$ cat src/rtl/rv32imf_apu_resp_cmp.sv
// Non-arithmetic single-precision FP lane on the APU port: sign-inject,
// min/max, compare, classify and move, returned after a fixed latency.
//
// Ports:
//   clk, rst_n        clock, async active-low reset
//   apu_req_i         request valid; apu_gnt_o mirrors it (no backpressure)
//   apu_op_i          opcode (0..9 legal, others raise NV with result 0)
//   apu_operands_i    operand slots; [0]=a, [1]=b
//   apu_rvalid_o      one-cycle pulse per request, LATENCY cycles later
//   apu_result_o      result, holds while apu_rvalid_o is low
//   apu_flags_o       {NV,DZ,OF,UF,NX}; only NV is ever set
//   busy_o            some pipeline stage holds a valid op
module rv32imf_apu_resp_cmp #(
    parameter int unsigned APU_NARGS_CPU    = 3,
    parameter int unsigned APU_WOP_CPU      = 6,
    parameter int unsigned APU_NUSFLAGS_CPU = 5,
    parameter int unsigned LATENCY          = 2
) (
    input  logic                                 clk,
    input  logic                                 rst_n,
    input  logic                                 apu_req_i,
    output logic                                 apu_gnt_o,
    input  logic [APU_WOP_CPU-1:0]               apu_op_i,
    input  logic [APU_NARGS_CPU-1:0][31:0]       apu_operands_i,
    output logic                                 apu_rvalid_o,
    output logic [31:0]                          apu_result_o,
    output logic [APU_NUSFLAGS_CPU-1:0]          apu_flags_o,
    output logic                                 busy_o
);

    localparam logic [APU_WOP_CPU-1:0] OP_FSGNJ  = APU_WOP_CPU'(0);
    localparam logic [APU_WOP_CPU-1:0] OP_FSGNJN = APU_WOP_CPU'(1);
    localparam logic [APU_WOP_CPU-1:0] OP_FSGNJX = APU_WOP_CPU'(2);
    localparam logic [APU_WOP_CPU-1:0] OP_FMIN   = APU_WOP_CPU'(3);
    localparam logic [APU_WOP_CPU-1:0] OP_FMAX   = APU_WOP_CPU'(4);
    localparam logic [APU_WOP_CPU-1:0] OP_FEQ    = APU_WOP_CPU'(5);
    localparam logic [APU_WOP_CPU-1:0] OP_FLT    = APU_WOP_CPU'(6);
    localparam logic [APU_WOP_CPU-1:0] OP_FLE    = APU_WOP_CPU'(7);
    localparam logic [APU_WOP_CPU-1:0] OP_FCLASS = APU_WOP_CPU'(8);
    localparam logic [APU_WOP_CPU-1:0] OP_FMV    = APU_WOP_CPU'(9);

    localparam logic [31:0] QNAN = 32'h7FC0_0000;

    logic        hs;
    logic [31:0] a;
    logic [31:0] b;
    logic        unused_args;

    assign apu_gnt_o   = apu_req_i;
    assign hs          = apu_req_i;
    assign a           = apu_operands_i[0];
    assign b           = apu_operands_i[1];
    assign unused_args = ^apu_operands_i;

    // Operand field decode
    logic a_nan, b_nan, a_snan, b_snan;
    logic a_inf, a_zero, a_sub;
    logic both_zero;

    assign a_nan     = (a[30:23] == 8'hFF) && (a[22:0] != '0);
    assign b_nan     = (b[30:23] == 8'hFF) && (b[22:0] != '0);
    assign a_snan    = a_nan && !a[22];
    assign b_snan    = b_nan && !b[22];
    assign a_inf     = (a[30:23] == 8'hFF) && (a[22:0] == '0);
    assign a_zero    = (a[30:0] == '0);
    assign a_sub     = (a[30:23] == 8'h00) && (a[22:0] != '0);
    assign both_zero = a_zero && (b[30:0] == '0);

    // Monotonic integer key: negative values are bit-inverted so that
    // unsigned compare orders them, which also places -0 below +0.
    logic [31:0] key_a, key_b;
    logic        key_lt;
    logic        feq, flt;

    assign key_a  = a[31] ? ~a : {1'b1, a[30:0]};
    assign key_b  = b[31] ? ~b : {1'b1, b[30:0]};
    assign key_lt = key_a < key_b;
    assign feq    = (a == b) || both_zero;
    assign flt    = key_lt && !both_zero;

    logic [9:0] cls;

    always_comb begin
        cls = '0;
        if (a_nan) begin
            if (a[22]) cls[9] = 1'b1;
            else       cls[8] = 1'b1;
        end else if (a_inf) begin
            if (a[31]) cls[0] = 1'b1;
            else       cls[7] = 1'b1;
        end else if (a_zero) begin
            if (a[31]) cls[3] = 1'b1;
            else       cls[4] = 1'b1;
        end else if (a_sub) begin
            if (a[31]) cls[2] = 1'b1;
            else       cls[5] = 1'b1;
        end else begin
            if (a[31]) cls[1] = 1'b1;
            else       cls[6] = 1'b1;
        end
    end

    logic [31:0]                 res_d;
    logic                        nv;
    logic [APU_NUSFLAGS_CPU-1:0] flg_d;

    always_comb begin
        res_d = '0;
        nv    = 1'b0;
        unique case (apu_op_i)
            OP_FSGNJ:  res_d = {b[31], a[30:0]};
            OP_FSGNJN: res_d = {~b[31], a[30:0]};
            OP_FSGNJX: res_d = {a[31] ^ b[31], a[30:0]};
            OP_FMIN: begin
                if (a_nan && b_nan) res_d = QNAN;
                else if (a_nan)     res_d = b;
                else if (b_nan)     res_d = a;
                else                res_d = key_lt ? a : b;
                nv = a_snan || b_snan;
            end
            OP_FMAX: begin
                if (a_nan && b_nan) res_d = QNAN;
                else if (a_nan)     res_d = b;
                else if (b_nan)     res_d = a;
                else                res_d = key_lt ? b : a;
                nv = a_snan || b_snan;
            end
            OP_FEQ: begin
                res_d = {31'b0, feq && !(a_nan || b_nan)};
                nv    = a_snan || b_snan;
            end
            OP_FLT: begin
                res_d = {31'b0, flt && !(a_nan || b_nan)};
                nv    = a_nan || b_nan;
            end
            OP_FLE: begin
                res_d = {31'b0, (flt || feq) && !(a_nan || b_nan)};
                nv    = a_nan || b_nan;
            end
            OP_FCLASS: res_d = {22'b0, cls};
            OP_FMV:    res_d = a;
            default:   nv = 1'b1;
        endcase
        flg_d                     = '0;
        flg_d[APU_NUSFLAGS_CPU-1] = nv;
    end

    // Stage 0 captures the computed result; later stages only delay it.
    // Data registers load only behind a valid so the last stage holds
    // the previous result while no response is being returned.
    logic                        v_q   [LATENCY];
    logic [31:0]                 res_q [LATENCY];
    logic [APU_NUSFLAGS_CPU-1:0] flg_q [LATENCY];

    always_ff @(posedge clk or negedge rst_n) begin
        if (!rst_n) begin
            for (int i = 0; i < int'(LATENCY); i++) begin
                v_q[i]   <= 1'b0;
                res_q[i] <= '0;
                flg_q[i] <= '0;
            end
        end else begin
            v_q[0] <= hs;
            if (hs) begin
                res_q[0] <= res_d;
                flg_q[0] <= flg_d;
            end
            for (int i = 1; i < int'(LATENCY); i++) begin
                v_q[i] <= v_q[i-1];
                if (v_q[i-1]) begin
                    res_q[i] <= res_q[i-1];
                    flg_q[i] <= flg_q[i-1];
                end
            end
        end
    end

    always_comb begin
        busy_o = 1'b0;
        for (int i = 0; i < int'(LATENCY); i++) begin
            busy_o = busy_o | v_q[i];
        end
    end

    assign apu_rvalid_o = v_q[LATENCY-1];
    assign apu_result_o = res_q[LATENCY-1];
    assign apu_flags_o  = flg_q[LATENCY-1];

endmodule

$ cat config.mk
export PLATFORM = sky130hd
export DESIGN_NAME = rv32imf_apu_resp_cmp
export DESIGN_NICKNAME = d
export VERILOG_FILES = /design/src/rtl/rv32imf_apu_resp_cmp.sv
export SDC_FILE = /design/constraint.sdc
export NUM_CORES = 1
export LEC_CHECK = 0
export ABC_AREA = 0
export CAP_MARGIN = 20
export CORE_MARGIN = 5
export CORE_UTILIZATION = 30
export DETAILED_ROUTE_END_ITERATION = 7
export SKIP_CTS_REPAIR_TIMING = 1
export SLEW_MARGIN = 20
export SYNTH_ARGS = -nofsm -noshare
export SYNTH_HDL_FRONTEND = slang
export SYNTH_SLANG_ARGS = --single-unit
$ cat constraint.sdc
create_clock -name clk -period 1.4 [get_ports clk]
set_input_delay 0.14 -clock clk [delete_from_list [all_inputs] [get_ports clk]]
set_output_delay 0.14 -clock clk [all_outputs]
set_load 0.03 [all_outputs]
After elaboration in Yosys (flattened, before gate mapping) --
Index checks and enable logic that the tools add are counted.
Word-level totals: bits in registers 68, input port bits 105, output and inout port bits 40, logic and storage cells 82
Cells by class: $lt $le $gt $ge 1, equality and inequality tests 12, muxes and demuxes 28, bitwise gates (word level) 5, reduce and logical (&&, ||, !) cells 30
Operator list (count):
- $mux 32 | 10
- $pmux 32 s10 | 1
- $not 32->32 | 2
- $logic_not 31->1 | 2
- $reduce_bool 23->1 | 2
- $eq 32x32->1 | 1
- $lt 32x32->1 | 1
- $eq 6x3->1 const B | 4
- $logic_not 23->1 | 1
- $eq 8x8->1 const B | 2
- $eq 6x2->1 const B | 2
- $eq 6x4->1 const B | 2
- $logic_and 1x1->1 | 12
- $mux 1 | 10
- $logic_not 8->1 | 1
- $mux 2 | 4
- $mux 8 | 1
- $eq 6x1->1 const B | 1
- $logic_not 6->1 | 1
- $mux 6 | 1
- $reduce_or 5->1 | 1
- $logic_not 1->1 | 4
- $logic_or 1x1->1 | 4
- $pmux 1 s3 | 1
- 5 further kinds | 5

Logic depth before layout (Yosys ltp) --
depth in word-level cells 8, gate-level depth with buffers 13, mapped depth without buffers 10

Worst setup path after synthesis --
OpenSTA, ideal clock, no wires.
kind input to register, start input port apu_operands_i[31] (netlist name), end register res_q[42] (netlist name), setup time 0.126 ns, data arrival time 2.834 ns, required time 1.274 ns, path slack -1.560 ns, stages on the path 13, path buffers 3, path through buf_2 > buf_1 > xor2_1 > ha_1 > nand4_1 > nor3_1 > o311ai_1 > a41o_2 > a21bo_1 > o211ai_2 > a21oi_2 > buf_6 > a221o_1
On the way: cells in the longest elaborated chain, start to end 8, elaborated cells between the ends (all ways) 12, classes of those cells order compare (1); mux (10); bitwise (1)
RTL lines:
- start: declaration | RTL line 24 | input logic [APU_NARGS_CPU-1:0][31:0] apu_operands_i,
- $not 32->32 | RTL line 75 | assign key_a = a[31] ? ~a : {1'b1, a[30:0]};
- $mux 32 (*) | RTL line 75
- $lt 32x32->1 (*) | RTL line 77 | assign key_lt = key_a < key_b;
- $mux 32, on equally long branches | RTL line 125, 118
- $mux 32, on equally long branches | RTL line 124, 117
- $mux 32, on equally long branches | RTL line 123, 116
- $mux 32, on equally long branches | RTL line 122, 115
- $pmux 32 s10 (*) | RTL line 110 | unique case (apu_op_i)
- end signal: indexed assignment | RTL line 171 | res_q[i] <= res_q[i-1];
- end: declaration | RTL line 152 | logic [31:0] res_q [LATENCY];
Mark *: on every way between the ends. The rest lies on a longest branch, timed or not. A chain may end at the register's enable or synchronous reset.

Worst setup path in the final report --
start input port apu_operands_i[31] (netlist name), end register res_q[39] (netlist name)
On the way: cells in the longest elaborated chain, start to end 8, elaborated cells between the ends (all ways) 15, classes of those cells order compare (1); mux (13); bitwise (1)
RTL lines (RTL line):
- $not 32->32 | 75
- $mux 32 | 75
- $lt 32x32->1 | 77
- $mux 32, on equally long branches | 125, 118
- $mux 32, on equally long branches | 124, 117
- $mux 32, on equally long branches | 123, 116
- $mux 32, on equally long branches | 122, 115
- $pmux 32 s10 (*) | 110
Marks and branches as above.

==> metrics.md <==
| Metric | Value |
|---|---|
| FMAX | 0.3487 GHz |
| First-pass GRT wire length | between 20,000 and 30,000 microns |
| Synth Area per Inst | slightly below 10 sq um |
| FF+latch count, synth | 68 |
| Later-pin clock latency in the skew report | ~0.34 ns |
| Fin. Hold Viols | 0 |
| CP Capture Type | register |
| Hold depth | 3 |
| Sequential element share of the synthesized area | between 30% and 40% |
| TritonCTS clock tree | yes |
| Synth warn | 0 |
| Top cells by count, synth | dfrtp_1, xnor2_1, buf_4 |
| GRT overflow | 0 |
| Worst setup SP type | input port |
| Top cell family by delay on the critical path | compound AO/OA/AOI/OAI gates |
| P_leak | ~4.7 nW |
| Final Max Slew Viols | 0 |
| Final std cell area, no fill | about 0.0085 sq mm |
| Vias in the first global route | about 5,200 |
| Clk_skew | around 0.0063 ns |
| Most used cell, CP | buf_6 |
| WL/cell | a little over 20 microns |
| Post-synth EDFFs | 0 |
| Clk buf depth | 2 |
| Nets@finish | between 800 and 900 |
| Diode count | 0 |
| Row cnt | 48 |
| RD Place Congestion | 0.9049 |
| Status | complete, but fails checks |
| Most used DFF post-synth | dfrtp_1 |
| Post-synth top area cell | dfrtp_1 |
| Die X | about 140 microns |
| Core area | 0.01736 sq mm |
| Share of cells above drive strength 1 | about a third |
| Setup CP Type | input port to register |
| CP Launch Point | apu_operands_i[31] |
| Overall routed net length | 19,920 microns |
| Root buf cell | clkbuf_16 |
| Max-capacitance violation count | 0 |
| Worst EP required | 1.62 ns |
| R2R cell count | 4 |
| Power per cell area | roughly 720 mW/mm^2 |
| Dpl hpwl | between 15,000 and 20,000 microns |
| Failing checks | setup timing |
| Layout fillers | roughly 1,600 |
| RSZ-0062 raised after global routing | yes |
| Critical Path Fanout Max | 7 |
| DRC violations left | 0 |
| Via density | between 5 and 6 |
| Starting Density | between 30% and 40% |
| CP max stage cell | nor3_4 |
| Worst hold endpoint | res_q[33]$_DFFE_PN0P_ |
| GRT Overall Usage | between 15 and 20% |
| Fin crit share | 204.8% |
| Distinct cells, synth | 53 |
| Critical R2R Capture | res_q[32]$_DFFE_PN0P_ |
| CTS Buf Count | 9 |
| Vias | 5,064 |
| Clk sinks | 68 |
| Largest net degree at the start of global routing | 69 |
| Final worst slack | -1.468 ns |
| Most numerous cell in the Yosys netlist | dfrtp_1 |
| Setup WS pre-CTS | -2.257 ns |
| Initial antenna violation count | 0 |
| CP Data Arrival Time | 3.09 ns |
| Pwr Total | 0.006130 W |
| Synthesized cell area | between 0.005 and 0.006 sq mm |
| Worst-case vdd ir drop | roughly 0.47 mV |
| Die Y-Extent | 143.1 microns |
| Async SR Flop Fraction | 100.0% |
| Worst Hold Class | input port to register |
| Pre-antenna DRT Iters | 6 |
| Final setup viols | 33 |
| Synth top area share | 32.03% |
| Clock slew at reported path FFs | around 0.050 ns |
| H-tree levels | 3 |
| Slowest cell delay on critical path | 0.33 ns |
| Area grow syn2layout | 60.69% |
| Top cells by area, synth | dfrtp_1, xnor2_1, ha_1 |
| Post-synthesis cell count | 540 |
| CP Buf/Inv Count | 7 |
| Flop-to-flop setup slack | -0.08 ns |
| HP Start | apu_operands_i[1] |
| FF-to-FF Start | res_q[32]$_DFFE_PN0P_ |
| Post-DRT Antenna Nets | 0 |
| DP Area | ~0.0073 sq mm |
| CP Cell Sequence | buf_8 -> buf_12 -> xor2_1 -> ha_1 -> nand4_1 -> buf_6 -> nor3_4 -> nand2_2 -> a41o_2 -> buf_6 -> a21bo_1 -> o211ai_2 -> buf_4 -> buf_6 -> nor2_2 -> buf_6 -> a221o_1 |
| I/O Pins | 145 |
| Die Area | between 0.02 and 0.025 sq mm |
| Minimum clock period | roughly 2.9 ns |
| Input/output buffers | about 110 |
| DR iter-0 viols | between 300 and 400 |
[kinds of logic after synthesis]
logic type | count (synthesis) | synth area share, %
AO/OA/AOI/OAI | 98 | 14.25
AND/OR/NAND/NOR | 137 | 14.91
adder cells (fa/ha/maj) | 31 | 7.301
XOR/XNOR | 94 | 15.50
multiplexers | 33 | 6.995
other | 1 | 0.07059
flip-flops | 68 | 32.03
buffers and inverters | 78 | 8.950
[power breakdown]
group	switching, W	total, W	internal, W
Sequential	0.0000136	0.00200	0.00199
Clock	0.000867	0.00227	0.00141
Combinational	0.000945	0.00185	0.000908
Total	0.00183	0.00613	0.00430
[how the worst max path moves through the flow]
stage	to	slack [ns]	depth (start not counted)
2_1_floorplan	res_q[42]$_DFFE_PN0P_	-1.22	13
3_3_place_gp	res_q[37]$_DFFE_PN0P_	-2.40	11
3_5_place_dp	res_q[37]$_DFFE_PN0P_	-2.26	14
4_1_cts	res_q[37]$_DFFE_PN0P_	-1.91	14
5_1_grt	res_q[61]$_DFFE_PN0P_	-1.53	16
6_report	res_q[39]$_DFFE_PN0P_	-1.47	17
[sequential cells by signal (all words and copies together), names as in the netlist]
| register | count |
|---|---|
| apu_flags_o | 1 |
| apu_result_o | 32 |
| apu_rvalid_o | 1 |
| flg_q | 1 |
| res_q | 32 |
| v_q | 1 |
[area by class of cell]
| cell class | count | area, sq um | share of cell area, % |
|---|---|---|---|
| sequential | 68 | 1703 | 19.95 |
| timing repair buffer | 261 | 2740 | 32.10 |
| clock buffer | 10 | 239.0 | 2.799 |
| clock inverter | 5 | 52.55 | 0.6156 |
| tap | 225 | 281.5 | 3.298 |
| multi-input combinational | 397 | 3472 | 40.67 |
| inverter | 13 | 48.80 | 0.5716 |
[metrics by stage]
| step | utilization [%] | hold WS [ns] | setup TNS (ns) | std cells |
|---|---|---|---|---|
| final | 49.19 | 0.1968 | -45.89 | 979 |
| after global routing | 49.19 | 0.2001 | -48.03 | 979 |
| after CTS | 43.74 | -0.1716 | -62.81 | 950 |
| after detailed placement | 42.06 | 0.1976 | -70.51 | 935 |
| after global placement | 42.00 | 0.1897 | -74.74 | 934 |
| after floorplan | - | -0.1556 | -37.53 | 543 |
[cells in the final DEF (no fill, tap or decap), types with 3 or more instances in the layout]
cell,n
nor4_1,6
ha_1,31
clkbuf_16,12
o21ai_1,5
o21ai_0,3
inv_1,13
a22oi_1,7
nand4_1,20
nor2_1,14
a221o_1,31
nor3_1,7
nand3_1,7
buf_4,103
dlymetal6s2s_1,89
xnor2_1,61
mux2_2,33
o211ai_1,4
nand2_2,4
nand2_1,12
nor4_4,11
o22ai_1,6
xor2_1,31
a21oi_1,18
buf_6,38
dfrtp_1,67
nor3_4,4
nor2b_1,28
and3_1,5
clkbuf_2,7
conb_1,4
clkinv_2,3
clkdlybuf4s50_1,7
buf_12,10
[routing by layer]
| metal | wire (microns) | up-vias | track usage [%] |
|---|---|---|---|
| met2 | 9635 | 186 | 30.51 |
| li1 | - | 2355 | - |
| met3 | 1035 | 27 | 3.248 |
| met1 | 8795 | 2496 | 24.66 |
| met5 | 0 | - | 0 |
| met4 | 450 | 0 | 5.453 |
[worst register-to-register path, delay by kind of cell, from the launching register on]
kind | cells | cell delay (ns)
DFF | 1 | 0.39
and+or+nand+nor | 2 | 0.53
AOI/OAI and AO/OA | 2 | 0.41
Note: power is estimated with default switching activity, not from simulation.
